**config.mk**
```make
export PLATFORM = sky130hd
export DESIGN_NAME = armleosoc_simple2axi_converter
export DESIGN_NICKNAME = d
export VERILOG_FILES = /design/src/rtl/armleosoc_simple2axi_pkg.sv /design/src/rtl/armleosoc_timeout_counter.sv /design/src/rtl/armleosoc_simple2axi_converter.sv
export SDC_FILE = /design/constraint.sdc
export NUM_CORES = 1
export LEC_CHECK = 0
export CAP_MARGIN = 0
export CELL_PAD_IN_SITES_DETAIL_PLACEMENT = 1
export CELL_PAD_IN_SITES_GLOBAL_PLACEMENT = 2
export CORE_MARGIN = 2
export CORE_UTILIZATION = 19
export DETAILED_ROUTE_END_ITERATION = 8
export GPL_TIMING_DRIVEN = 0
export PLACE_DENSITY_LB_ADDON = 0.2
export SLEW_MARGIN = 0
export SYNTH_ARGS = -nofsm -noshare
export SYNTH_HDL_FRONTEND = slang
export SYNTH_HIERARCHICAL = 1
export SYNTH_SLANG_ARGS = --single-unit
```
**constraint.sdc**
```tcl
create_clock -name clk -period 2.8 [get_ports clk]
set_input_delay 0.7 -clock clk [delete_from_list [all_inputs] [get_ports clk]]
set_output_delay 0.7 -clock clk [all_outputs]
set_load 0.02 [all_outputs]
```
**src/rtl/armleosoc_simple2axi_pkg.sv**
```systemverilog
// Shared types and AXI constants for the simple-to-AXI initiator bridge.
// ST_DRAIN is only present when ARMLEOSOC_SIMPLE2AXI_TIMEOUT_EN is defined.
package armleosoc_simple2axi_pkg;

    typedef enum logic [2:0] {
        ST_IDLE,
        ST_WADDR,
        ST_WRESP,
        ST_RADDR,
        ST_RRESP,
        ST_DONE
`ifdef ARMLEOSOC_SIMPLE2AXI_TIMEOUT_EN
        ,
        ST_DRAIN
`endif
    } state_t;

    localparam logic [1:0] RESP_OKAY   = 2'b00;
    localparam logic [1:0] RESP_EXOKAY = 2'b01;
    localparam logic [1:0] RESP_SLVERR = 2'b10;
    localparam logic [1:0] RESP_DECERR = 2'b11;

    localparam logic [1:0] AXI_BURST_INCR = 2'b01;
    localparam logic [2:0] SIZE_4B        = 3'b010;

endpackage

```
**src/rtl/armleosoc_timeout_counter.sv**
```systemverilog
// Response watchdog: counts enabled cycles, saturates, flags LIMIT-1 reached.
// Used by the bridge only when ARMLEOSOC_SIMPLE2AXI_TIMEOUT_EN is defined.
module armleosoc_timeout_counter #(
    parameter int LIMIT = 1024
) (
    input  logic clk,
    input  logic rst,
    input  logic clear,
    input  logic enable,
    output logic expired
);

    localparam int CW = (LIMIT < 2) ? 1 : $clog2(LIMIT + 1);

    logic [CW-1:0] count;

    assign expired = (count == CW'(LIMIT - 1));

    always_ff @(posedge clk) begin
        if (rst || clear) begin
            count <= '0;
        end else if (enable && !expired) begin
            count <= count + CW'(1);
        end
    end

endmodule

```
**src/rtl/armleosoc_simple2axi_converter.sv**
```systemverilog
// Simple single-word request -> single-beat AXI4 transaction initiator.
// Optional response watchdog with drain: define ARMLEOSOC_SIMPLE2AXI_TIMEOUT_EN.
module armleosoc_simple2axi_converter
    import armleosoc_simple2axi_pkg::*;
#(
    parameter int ADDR_WIDTH     = 34,
    parameter int ID_WIDTH       = 4,
    parameter int TX_ID          = 0,
    parameter int TIMEOUT_CYCLES = 1024
) (
    input  logic                  clk,
    input  logic                  rst,

    input  logic [ADDR_WIDTH-1:0] address,
    input  logic                  read,
    input  logic                  write,
    input  logic [31:0]           write_data,
    input  logic [3:0]            write_byteenable,
    output logic [31:0]           read_data,
    output logic                  done,
    output logic                  address_error,
    output logic                  write_error,

    output logic                  axi_awvalid,
    input  logic                  axi_awready,
    output logic [ADDR_WIDTH-1:0] axi_awaddr,
    output logic [ID_WIDTH-1:0]   axi_awid,
    output logic [7:0]            axi_awlen,
    output logic [2:0]            axi_awsize,
    output logic [1:0]            axi_awburst,
    output logic [2:0]            axi_awprot,
    output logic                  axi_awlock,
    output logic [3:0]            axi_awcache,
    output logic [3:0]            axi_awqos,
    output logic [3:0]            axi_awregion,

    output logic                  axi_wvalid,
    input  logic                  axi_wready,
    output logic [31:0]           axi_wdata,
    output logic [3:0]            axi_wstrb,
    output logic                  axi_wlast,

    input  logic                  axi_bvalid,
    output logic                  axi_bready,
    input  logic [1:0]            axi_bresp,
    input  logic [ID_WIDTH-1:0]   axi_bid,

    output logic                  axi_arvalid,
    input  logic                  axi_arready,
    output logic [ADDR_WIDTH-1:0] axi_araddr,
    output logic [ID_WIDTH-1:0]   axi_arid,
    output logic [7:0]            axi_arlen,
    output logic [2:0]            axi_arsize,
    output logic [1:0]            axi_arburst,
    output logic [2:0]            axi_arprot,
    output logic                  axi_arlock,
    output logic [3:0]            axi_arcache,
    output logic [3:0]            axi_arqos,
    output logic [3:0]            axi_arregion,

    input  logic                  axi_rvalid,
    output logic                  axi_rready,
    input  logic [31:0]           axi_rdata,
    input  logic [1:0]            axi_rresp,
    input  logic [ID_WIDTH-1:0]   axi_rid,
    input  logic                  axi_rlast
);

    // Returns {address_error, write_error} for a write response.
    function automatic logic [1:0] decode_bresp(input logic [1:0] resp);
        logic [1:0] flags;
        flags = 2'b00;
        case (resp)
            RESP_OKAY, RESP_EXOKAY: flags = 2'b00;
            RESP_SLVERR:            flags = 2'b10;
            RESP_DECERR:            flags = 2'b01;
            default:                flags = 2'b00;
        endcase
        return flags;
    endfunction

    state_t                  state;
    logic                    aw_done;
    logic                    w_done;
    logic [ADDR_WIDTH-1:0]   addr_q;
    logic [31:0]             wdata_q;
    logic [3:0]              wstrb_q;

    logic aw_hs, w_hs, b_hs, ar_hs, r_hs;
    assign aw_hs = axi_awvalid && axi_awready;
    assign w_hs  = axi_wvalid  && axi_wready;
    assign b_hs  = axi_bvalid  && axi_bready;
    assign ar_hs = axi_arvalid && axi_arready;
    assign r_hs  = axi_rvalid  && axi_rready;

    // bid/rid/rlast are deliberately ignored: single outstanding beat, fixed ID.
    logic unused_inputs;
    assign unused_inputs = ^{axi_bid, axi_rid, axi_rlast, (TIMEOUT_CYCLES > 0)};

    assign axi_awaddr   = addr_q;
    assign axi_araddr   = addr_q;
    assign axi_wdata    = wdata_q;
    assign axi_wstrb    = wstrb_q;
    assign axi_wlast    = 1'b1;
    assign axi_awid     = ID_WIDTH'(TX_ID);
    assign axi_arid     = ID_WIDTH'(TX_ID);
    assign axi_awlen    = 8'd0;
    assign axi_arlen    = 8'd0;
    assign axi_awsize   = SIZE_4B;
    assign axi_arsize   = SIZE_4B;
    assign axi_awburst  = AXI_BURST_INCR;
    assign axi_arburst  = AXI_BURST_INCR;
    assign axi_awprot   = 3'd0;
    assign axi_arprot   = 3'd0;
    assign axi_awlock   = 1'b0;
    assign axi_arlock   = 1'b0;
    assign axi_awcache  = 4'd0;
    assign axi_arcache  = 4'd0;
    assign axi_awqos    = 4'd0;
    assign axi_arqos    = 4'd0;
    assign axi_awregion = 4'd0;
    assign axi_arregion = 4'd0;

`ifdef ARMLEOSOC_SIMPLE2AXI_TIMEOUT_EN
    logic expired;
    logic drain;
    logic in_resp;
    assign in_resp = (state == ST_WRESP) || (state == ST_RRESP);

    armleosoc_timeout_counter #(
        .LIMIT   (TIMEOUT_CYCLES)
    ) u_timeout (
        .clk     (clk),
        .rst     (rst),
        .clear   (!in_resp),
        .enable  (in_resp),
        .expired (expired)
    );
`endif

    // Request capture: held stable for the whole transaction.
    always_ff @(posedge clk) begin
        if (state == ST_IDLE && (write || read)) begin
            addr_q <= address;
        end
        if (state == ST_IDLE && write) begin
            wdata_q <= write_data;
            wstrb_q <= write_byteenable;
        end
    end

    always_ff @(posedge clk) begin
        if (rst) begin
            state         <= ST_IDLE;
            axi_awvalid   <= 1'b0;
            axi_wvalid    <= 1'b0;
            axi_bready    <= 1'b0;
            axi_arvalid   <= 1'b0;
            axi_rready    <= 1'b0;
            aw_done       <= 1'b0;
            w_done        <= 1'b0;
            done          <= 1'b0;
            read_data     <= 32'd0;
            address_error <= 1'b0;
            write_error   <= 1'b0;
`ifdef ARMLEOSOC_SIMPLE2AXI_TIMEOUT_EN
            drain         <= 1'b0;
`endif
        end else begin
            done <= 1'b0;
            case (state)
                ST_IDLE: begin
                    if (write) begin
                        axi_awvalid <= 1'b1;
                        axi_wvalid  <= 1'b1;
                        aw_done     <= 1'b0;
                        w_done      <= 1'b0;
                        state       <= ST_WADDR;
                    end else if (read) begin
                        axi_arvalid <= 1'b1;
                        state       <= ST_RADDR;
                    end
                end
                ST_WADDR: begin
                    if (aw_hs) begin
                        axi_awvalid <= 1'b0;
                        aw_done     <= 1'b1;
                    end
                    if (w_hs) begin
                        axi_wvalid <= 1'b0;
                        w_done     <= 1'b1;
                    end
                    if ((aw_done || aw_hs) && (w_done || w_hs)) begin
                        axi_bready <= 1'b1;
                        state      <= ST_WRESP;
                    end
                end
                ST_WRESP: begin
                    if (b_hs) begin
                        axi_bready                   <= 1'b0;
                        {address_error, write_error} <= decode_bresp(axi_bresp);
                        done                         <= 1'b1;
                        state                        <= ST_DONE;
                    end
`ifdef ARMLEOSOC_SIMPLE2AXI_TIMEOUT_EN
                    else if (expired) begin
                        address_error <= 1'b1;
                        write_error   <= 1'b0;
                        read_data     <= 32'd0;
                        drain         <= 1'b1;
                        done          <= 1'b1;
                        state         <= ST_DONE;
                    end
`endif
                end
                ST_RADDR: begin
                    if (ar_hs) begin
                        axi_arvalid <= 1'b0;
                        axi_rready  <= 1'b1;
                        state       <= ST_RRESP;
                    end
                end
                ST_RRESP: begin
                    if (r_hs) begin
                        axi_rready    <= 1'b0;
                        read_data     <= axi_rdata;
                        address_error <= axi_rresp[1];
                        write_error   <= 1'b0;
                        done          <= 1'b1;
                        state         <= ST_DONE;
                    end
`ifdef ARMLEOSOC_SIMPLE2AXI_TIMEOUT_EN
                    else if (expired) begin
                        address_error <= 1'b1;
                        write_error   <= 1'b0;
                        read_data     <= 32'd0;
                        drain         <= 1'b1;
                        done          <= 1'b1;
                        state         <= ST_DONE;
                    end
`endif
                end
                ST_DONE: begin
`ifdef ARMLEOSOC_SIMPLE2AXI_TIMEOUT_EN
                    // A late response may already land while done is high.
                    if (drain && !(b_hs || r_hs)) begin
                        state <= ST_DRAIN;
                    end else begin
                        axi_bready <= 1'b0;
                        axi_rready <= 1'b0;
                        drain      <= 1'b0;
                        state      <= ST_IDLE;
                    end
`else
                    state <= ST_IDLE;
`endif
                end
`ifdef ARMLEOSOC_SIMPLE2AXI_TIMEOUT_EN
                ST_DRAIN: begin
                    if (b_hs || r_hs) begin
                        axi_bready <= 1'b0;
                        axi_rready <= 1'b0;
                        drain      <= 1'b0;
                        state      <= ST_IDLE;
                    end
                end
`endif
                default: state <= ST_IDLE;
            endcase
        end
    end

endmodule

```
Yosys cells after proc, flatten, opt, wreduce, memory -nomap -nowiden
Cells that the tools add are included.

Equality and inequality tests: 17. Mux-type cells: 36. Reduce and logical (&&, ||, !) cells: 27.

Operator list (number): one-hot mux 1 bit (2 select lines) (10); two-way mux 1 bit (18); two-way mux 3 bit (6); inequality test 2 bit (second input constant) (9); one-hot mux 3 bit (5 select lines) (1); AND reduction 3 bit (5); nonzero test 2 bit (5); logical AND 1 bit (8); equality test 3 x 2 -> 1 bit (second input constant) (2); one-hot mux 2 bit (3 select lines) (1); AND reduction 5 bit (1); equality test 2 bit (second input constant) (2); AND reduction 4 bit (1); equality test 3 x 1 -> 1 bit (second input constant) (1); equality test 3 bit (second input constant) (1); zero test 3 bit (1); logical OR 1 bit (3); inequality test 3 bit (second input constant) (1); equality test 2 x 1 -> 1 bit (second input constant) (1); zero test 2 bit (1); AND reduction 2 bit (1); OR reduction 2 bit (1).

Register bits after elaboration: 115. Output and inout port bits: 211. Bits of input ports: 124. Word-level logic and storage cells: 95.

Logic depth before layout (Yosys ltp)
Gate-level depths: netlist of run 1.

Depth after elaboration: 5. Gate-level depth with buffers: 7. Gate-level depth less buffers: 4.

Least setup slack after synthesis of run 1
OpenSTA, ideal clock, no wires.

Kind: register -> register. Start point: register state[0]. End point: register addr_q[0], in the netlist axi_araddr[0] (enable). Required time: 2.407 ns. Buffers on the path: 1. Setup slack: 0.803 ns. Stages on the path, launching flop included: 4. Library setup time: 0.393 ns. Data arrival time: 1.604 ns. Period minus slack after synthesis: 1.997 ns. Cells stage by stage: dfxtp_1 buf_2 nor3_1 o21a_1.

Longest elaborated chain between the ends: 2.

Ends and longest elaborated chain: start: declaration (line armleosoc_simple2axi_converter.sv:82) `state_t state;`; start signal: assignment (line armleosoc_simple2axi_converter.sv:154) `state <= ST_IDLE;`; start signal: assignment (line armleosoc_simple2axi_converter.sv:178) `state <= ST_WADDR;`; start signal: assignment (line armleosoc_simple2axi_converter.sv:181) `state <= ST_RADDR;`; zero test 3 bit (line armleosoc_simple2axi_converter.sv:143) `if (state == ST_IDLE && (write || read)) begin`; logical AND 1 bit (line armleosoc_simple2axi_converter.sv:143); end signal: assignment (line armleosoc_simple2axi_converter.sv:144) `addr_q <= address;`; end: declaration (line armleosoc_simple2axi_converter.sv:85) `logic [ADDR_WIDTH-1:0] addr_q;`.

Every way passes these cells. A chain may end at the register's enable or synchronous reset.

Worst setup path after layout of run 1
Start point: register addr_q[6], in the netlist axi_araddr[6]. End point: output axi_awaddr[6].

RTL lines: end: declaration (line armleosoc_simple2axi_converter.sv:26) `output logic [ADDR_WIDTH-1:0] axi_awaddr,`.

No word-level cell between the ends.

==> run summary, run 1 <==
Max Slew Vio Count = 0
Max-slew headroom = 44.1%
Initial Util = 19.2%
Reg area = 3000 sq um
FF+latch count, synth = 115
Count of cell types in the netlist = 35
Setup_tns = 0 ns
Layout cells sized above 1 = 19.7%
Power Density = 653 nW/um^2
Die Span X = 160 um
Worst path cell trace = buf_4 -> clkdlybuf4s50_1
Peak VDD IR = 0.381 mV
Sequential power share = 36.8%
Final #Nets = 858
Crit path max-delay family = buffers and inverters
Clock transition at path regs = 0.06 ns
Combinational Power Share = 21.8%
R2R setup slack = 0.80 ns
Area growth syn-to-layout = 83.3%
Critical-path top delay cell = clkdlybuf4s50_1
Worst R2R End = axi_araddr[21]$_DFFE_PP_
Commonest non-fill, non-tap cell in the layout = clkdlybuf4s50_1
H-tree Lvls = 4
DRC = 0
Hold Path Class = reg -> reg
TritonCTS clock tree = yes
Internal power = 4.02 mW
Synth top area share = 45.4%
Detail Route Antenna Nets = 0
Std-Cell Rows = 57
IO Port Bufs = 256
Worst path max stage delay = 0.57 ns
Die H = 160 um
Synthesized area = 4630 sq um
Seq/Total Area, Yosys = 64.9%
Tcrit/Tclk final = 79.7%
Worst slew pin tran = 0.839 ns
Avg Cell Area, Syn = 11.8 sq um
Initial antenna violation count = 1
Yosys warnings = 6
Clk_skew = 0.00874 ns
Synth Instances = 393
Core ar. = 24100 sq um
Post-synth EDFFs = 70
Hold buffer count at cts = 0
Sw frac = 27.5%
Footprint of the multi-input gates = 1030 sq um
Final setup fails = 0
Filler cells = 2755
Vias/cell = 3.65
Final Util = 35.2%
Hold WS = 0.458 ns
Clk_lat worst skew = 0.41 ns
Leading area contributor after synthesis = edfxtp_1
CTS buffer count = 17
Status = finished, final reports clean
Max Root-Sink Buffers = 2
Max frequency = 448 MHz
Hpwl dp = 12800 um
Total setup buffers inserted after CTS = 0
Root buf cell = clkbuf_16
RSZ-0062 raised after global routing = false
Shortest period the worst path allows = 2.23 ns
Clock network power share = 41.4%
Vias in the first global route = 4036
Critical-path maximum fanout = 2
Largest net degree at the start of global routing = 37
Worst r2r src = state[0]$_SDFFE_PP0P_
CP Class = reg -> out
Worst Hold End = read_data[23]$_SDFFE_PP0P_
Crit start category = flop
Min-Delay Path Depth = 2
Total grt overflow = 0
GPL Wtd Cong = 0.740
P_leak = 3.31 nW
Global-route wire length before repair = 24400 um
GRT Util Overall = 12.6%
I/O pins = 335
Hold Vio Cnt, Final = 0
Leading cell types in the layout, fill and taps excluded = 256 x clkdlybuf4s50_1, 101 x buf_4, 70 x edfxtp_1
Hold path startpoint = read_data[23]$_SDFFE_PP0P_
Synth async-reset ratio = 0%
Max cap viols = 0
Buf+Inv Stages, Crit Path = 2
Final wirelength = 16200 um
Clock sink count = 115
Vias = 3910
# resized after CTS = 0
Worst EP arrival = 1.53 ns
Total power = 5.54 mW
Synth top area cells = edfxtp_1 45%, dfxtp_1 19%, buf_4 16%
Worst Reg-to-Reg Cells = 3
Switching power = 1.53 mW
Critical Path RT = 2.10 ns
Crit. End Element = output pin
WL per Instance = 15.1 um
Die Area = 25600 sq um
1st-iter DRT viols = 87
Pre-antenna DRT Iters = 6
Dominant synthesized flop cell = edfxtp_1
## cells in the mapped netlist, types with 2 or more instances
| library cell | instances |
|---|---|
| a2bb2oi_1 | 2 |
| o21ai_0 | 3 |
| nor2_1 | 14 |
| conb_1 | 2 |
| edfxtp_1 | 70 |
| a32oi_1 | 2 |
| o21a_1 | 2 |
| or2_1 | 2 |
| buf_4 | 101 |
| o32a_1 | 2 |
| inv_1 | 3 |
| buf_2 | 9 |
| a21oi_1 | 40 |
| nand2_1 | 69 |
| nor3_1 | 4 |
| dfxtp_1 | 45 |
| clkbuf_1 | 4 |
| nand3b_1 | 2 |
## state kept, by name (all words and copies together), names as in the netlist, 3 cells and up
signal,cells
axi_araddr,34
axi_wdata,32
axi_wstrb,4
read_data,32
state,3
## logic make-up (layout without fill, tap and decap cells)
kind of cell | Yosys count | count (layout) | synth area share (%)
AOI/OAI and AO/OA | 56 | 56 | 7.08
buffers and inverters | 119 | 408 | 18.2
DFF | 115 | 115 | 64.9
muxes | 2 | 2 | 0.541
other | 2 | 68 | 0.162
and+or+nand+nor | 99 | 99 | 9.08
## per-layer routing
metal	up-vias	GRT usage (%)	wire (um)	share of wire, %
met5	-	0	0	0
met4	0	4.67	253	1.6
met3	18	5.58	1660	10
met2	217	21.6	7900	49
met1	1816	13.8	6400	39
li1	1859	-	-	-
## power by group through the flow
stage	Clock, mW	Combinational, mW	Sequential, mW
2_1_floorplan	0	0.452	2.23
3_3_place_gp	0	1.20	2.07
3_5_place_dp	0	1.20	2.08
4_1_cts	2.37	1.21	2.05
5_1_grt	2.44	1.27	2.06
6_report	2.29	1.21	2.04
## tightest hold or removal path, stage by stage, from the launching register on
cell and delay, ns:
dfxtp_1 0.31, nand2_1 0.05, a21oi_1 0.05
## worst max-delay path by stage
stage / from / to / slack, ns / depth (start not counted)
2_1_floorplan: state[0]$_SDFFE_PP0P_ / axi_araddr[0]$_DFFE_PP_ / 0.80 / 3
6_report: axi_araddr[6]$_DFFE_PP_ / axi_awaddr[6] / 0.57 / 2
5_1_grt: axi_araddr[22]$_DFFE_PP_ / axi_awaddr[22] / 0.51 / 2
3_5_place_dp: write / axi_wdata[19]$_DFFE_PP_ / -0.14 / 3
4_1_cts: write / axi_wdata[27]$_DFFE_PP_ / 0.32 / 3
3_3_place_gp: write / axi_araddr[7]$_DFFE_PP_ / -0.19 / 2
## area by class of cell
cell class	instances	area share [%]
well taps	324	4.78
repair buffers	257	30.4
multi-input cells	224	12.1
flip-flops and latches	115	35.4
diodes	1	0.0295
clock buffers	17	5.01
inverters	3	0.133
clock inverters	15	2.31
plain buffers	116	9.82
## through the flow
stage,worst slack (ns),cells,area [sq um]
CTS,0.321,1070,8460
floorplan,0.803,458,4870
finish,0.569,1072,8490
detailed placement,-0.136,1038,7840
global route,0.506,1072,8490
global placement,-0.188,1038,7840
(Power assumes the default switching activity.)
==> run 2, diff against run 1 <==
Clock period 2.8 ns to 2.13 ns, I/O delays scaled along.
==> run 2 against run 1 <==
Sequential cell count is the same. Setup slack lost 0.50 ns. Clock power grew 31%. Cell count is the same. Global-route usage is the same.
==> run summary, run 2 (same netlist as run 1, synthesis figures left out) <==
Status = finished, final reports clean
Combinational Power Share = 21.7% (about the same)
Die Area = 25600 sq um (unchanged)
Crit start category = flop
Switching power = 2.01 mW (+32%)
P_leak = 3.30 nW (-0.32%)
GRT Util Overall = 12.6% (unchanged)
Worst path max stage delay = 0.57 ns (about the same)
GPL Wtd Cong = 0.740 (unchanged)
I/O pins = 335 (unchanged)
Die H = 160 um (unchanged)
Final Util = 35.2% (-0.036 points)
1st-iter DRT viols = 103 (+18%)
Hpwl dp = 12800 um (unchanged)
Clock sink count = 115 (unchanged)
Commonest non-fill, non-tap cell in the layout = clkdlybuf4s50_1
Largest net degree at the start of global routing = 37 (unchanged)
Sequential power share = 36.9% (about the same)
Final setup fails = 0 (unchanged)
Total setup buffers inserted after CTS = 0 (unchanged)
Design Area, Final = 8480 sq um (-0.10%)
Worst slew pin tran = 0.836 ns (-0.00325 ns)
Power Density = 859 nW/um^2 (+31%)
Max frequency = 485 MHz
Worst R2R End = axi_araddr[21]$_DFFE_PP_
Global-route wire length before repair = 24400 um (unchanged)
Root buf cell = clkbuf_16
DRC = 0 (unchanged)
Clk_skew = 0.00904 ns (+0.000305 ns)
Area growth syn-to-layout = 83.2%
Max Slew Vio Count = 0 (unchanged)
Max reg flops = 34 (unchanged)
Hold path startpoint = read_data[23]$_SDFFE_PP0P_
Max cap viols = 0 (unchanged)
Crit path max-delay family = buffers and inverters
WL per Instance = 15.2 um (+0.57%)
Final Worst Setup Slack = 0.0670 ns (-0.502 ns)
Pre-antenna DRT Iters = 6 (unchanged)
Worst Reg-to-Reg Cells = 3 (unchanged)
Max Root-Sink Buffers = 2 (unchanged)
RSZ-0062 raised after global routing = false
Clock network power share = 41.4% (about the same)
Worst path cell trace = buf_4 -> clkdlybuf4s50_1
Non-Filler Instances = 1072 (unchanged)
Vias = 3907 (-0.077%)
H-tree Lvls = 4 (unchanged)
Initial antenna violation count = 1 (unchanged)
Clk_lat worst skew = 0.41 ns (about the same)
Sw frac = 27.6% (+0.043 points)
Critical-path maximum fanout = 2 (unchanged)
Core ar. = 24100 sq um (unchanged)
Worst Hold End = read_data[23]$_SDFFE_PP0P_
CTS buffer count = 17 (unchanged)
Worst r2r src = state[0]$_SDFFE_PP0P_
Tcrit/Tclk final = 96.9%
Worst EP arrival = 1.53 ns (about the same)
Layout cells sized above 1 = 19.8% (+0.13 points)
R2R setup slack = 0.13 ns (-0.67 ns)
Detail Route Antenna Nets = 0 (unchanged)
Peak VDD IR = 0.500 mV (+31%)
Buf+Inv Stages, Crit Path = 2 (unchanged)
Min-Delay Path Depth = 2 (unchanged)
CP Class = reg -> out
Hold Path Class = reg -> reg
Max-slew headroom = 44.3% (+0.22 points)
Final wirelength = 16300 um (+0.57%)
IO Port Bufs = 256 (unchanged)
Pre-CTS setup slack = -0.638 ns (-0.503 ns)
Vias in the first global route = 4036 (unchanged)
TritonCTS clock tree = yes
Initial Util = 19.2% (unchanged)
Std-Cell Rows = 57 (unchanged)
Internal power = 5.27 mW (+31%)
Critical-path top delay cell = clkdlybuf4s50_1
Vias/cell = 3.64 (about the same)
Total grt overflow = 0 (unchanged)
Total power = 7.28 mW (+31%)
Shortest period the worst path allows = 2.06 ns
Critical Path RT = 1.60 ns (-0.50 ns)
Leading cell types in the layout, fill and taps excluded = 256 x clkdlybuf4s50_1, 101 x buf_4, 70 x edfxtp_1
Placed insts = 1038 (unchanged)
Crit. End Element = output pin
Hold Vio Cnt, Final = 0 (unchanged)
Dpl cell area = 7840 sq um (unchanged)
Die Span X = 160 um (unchanged)
Hold WS = 0.458 ns (+0.000308 ns)
Setup_tns = 0 ns (unchanged)
Final #Nets = 858 (unchanged)
Clock transition at path regs = 0.06 ns (about the same)
run 2: power groups by stage:
stage                     Clock [mW]  Sequential, mW  Combinational (mW)
after floorplan                    0            2.93               0.595
after global placement             0            2.73                1.57
after detailed placement           0            2.74                1.58
after CTS                       3.12            2.69                1.59
after global routing            3.21            2.71                1.67
final                           3.01            2.68                1.58
run 2: worst reg2reg max path: stages (launching register included):
cell and delay (ns):
dfxtp_1 0.33, buf_2 0.19, nor3_1 0.33, o21a_2 0.76
run 2: per-layer routing:
layer	track usage (%)	share of wire [%]	up-vias	routed length, um
met4	4.67	1.6	0	253
met1	13.8	39	1811	6420
met2	21.6	49	219	7970
met5	0	0	-	0
li1	-	-	1859	-
met3	5.58	10	18	1670
run 2: area by class of cell:
| type | count | area [sq um] |
|---|---|---|
| antenna | 1 | 2.50 |
| buffer | 116 | 833 |
| clock buffer | 17 | 425 |
| clock inverter | 15 | 196 |
| fill | 2755 | 15600 |
| inverter | 3 | 15.0 |
| multi-input combinational | 224 | 1030 |
| sequential | 115 | 3000 |
| tap | 324 | 405 |
| timing repair buffer | 256 | 2560 |
| timing repair inverter | 1 | 7.51 |
run 2: what timing repair did:
item | 4_1_cts | 5_1_grt
resized for setup | 1 | 1
endpoints found under the setup margin | 36 | 36
hold buffers | 0 | 0
gates cloned | 0 | 1
run 2: how the worst max path moves through the flow:
stage                                   from  cells after the start                 endpoint  slack (ns)
floorplan              state[0]$_SDFFE_PP0P_                      3  axi_araddr[0]$_DFFE_PP_        0.13
global placement                       write                      2  axi_araddr[7]$_DFFE_PP_       -0.69
detailed placement                     write                      3  axi_wdata[19]$_DFFE_PP_       -0.64
CTS                 axi_araddr[22]$_DFFE_PP_                      2           axi_awaddr[22]        0.03
global route        axi_araddr[22]$_DFFE_PP_                      2           axi_awaddr[22]       0.003
finish               axi_araddr[6]$_DFFE_PP_                      2            axi_awaddr[6]        0.07
==> run 3, diff against run 2 <==
Settings changed: CAP_MARGIN 0 to unset.
==> results of run 3 <==
Same layout as run 2: the final DEF is identical, and so are final timing and power.
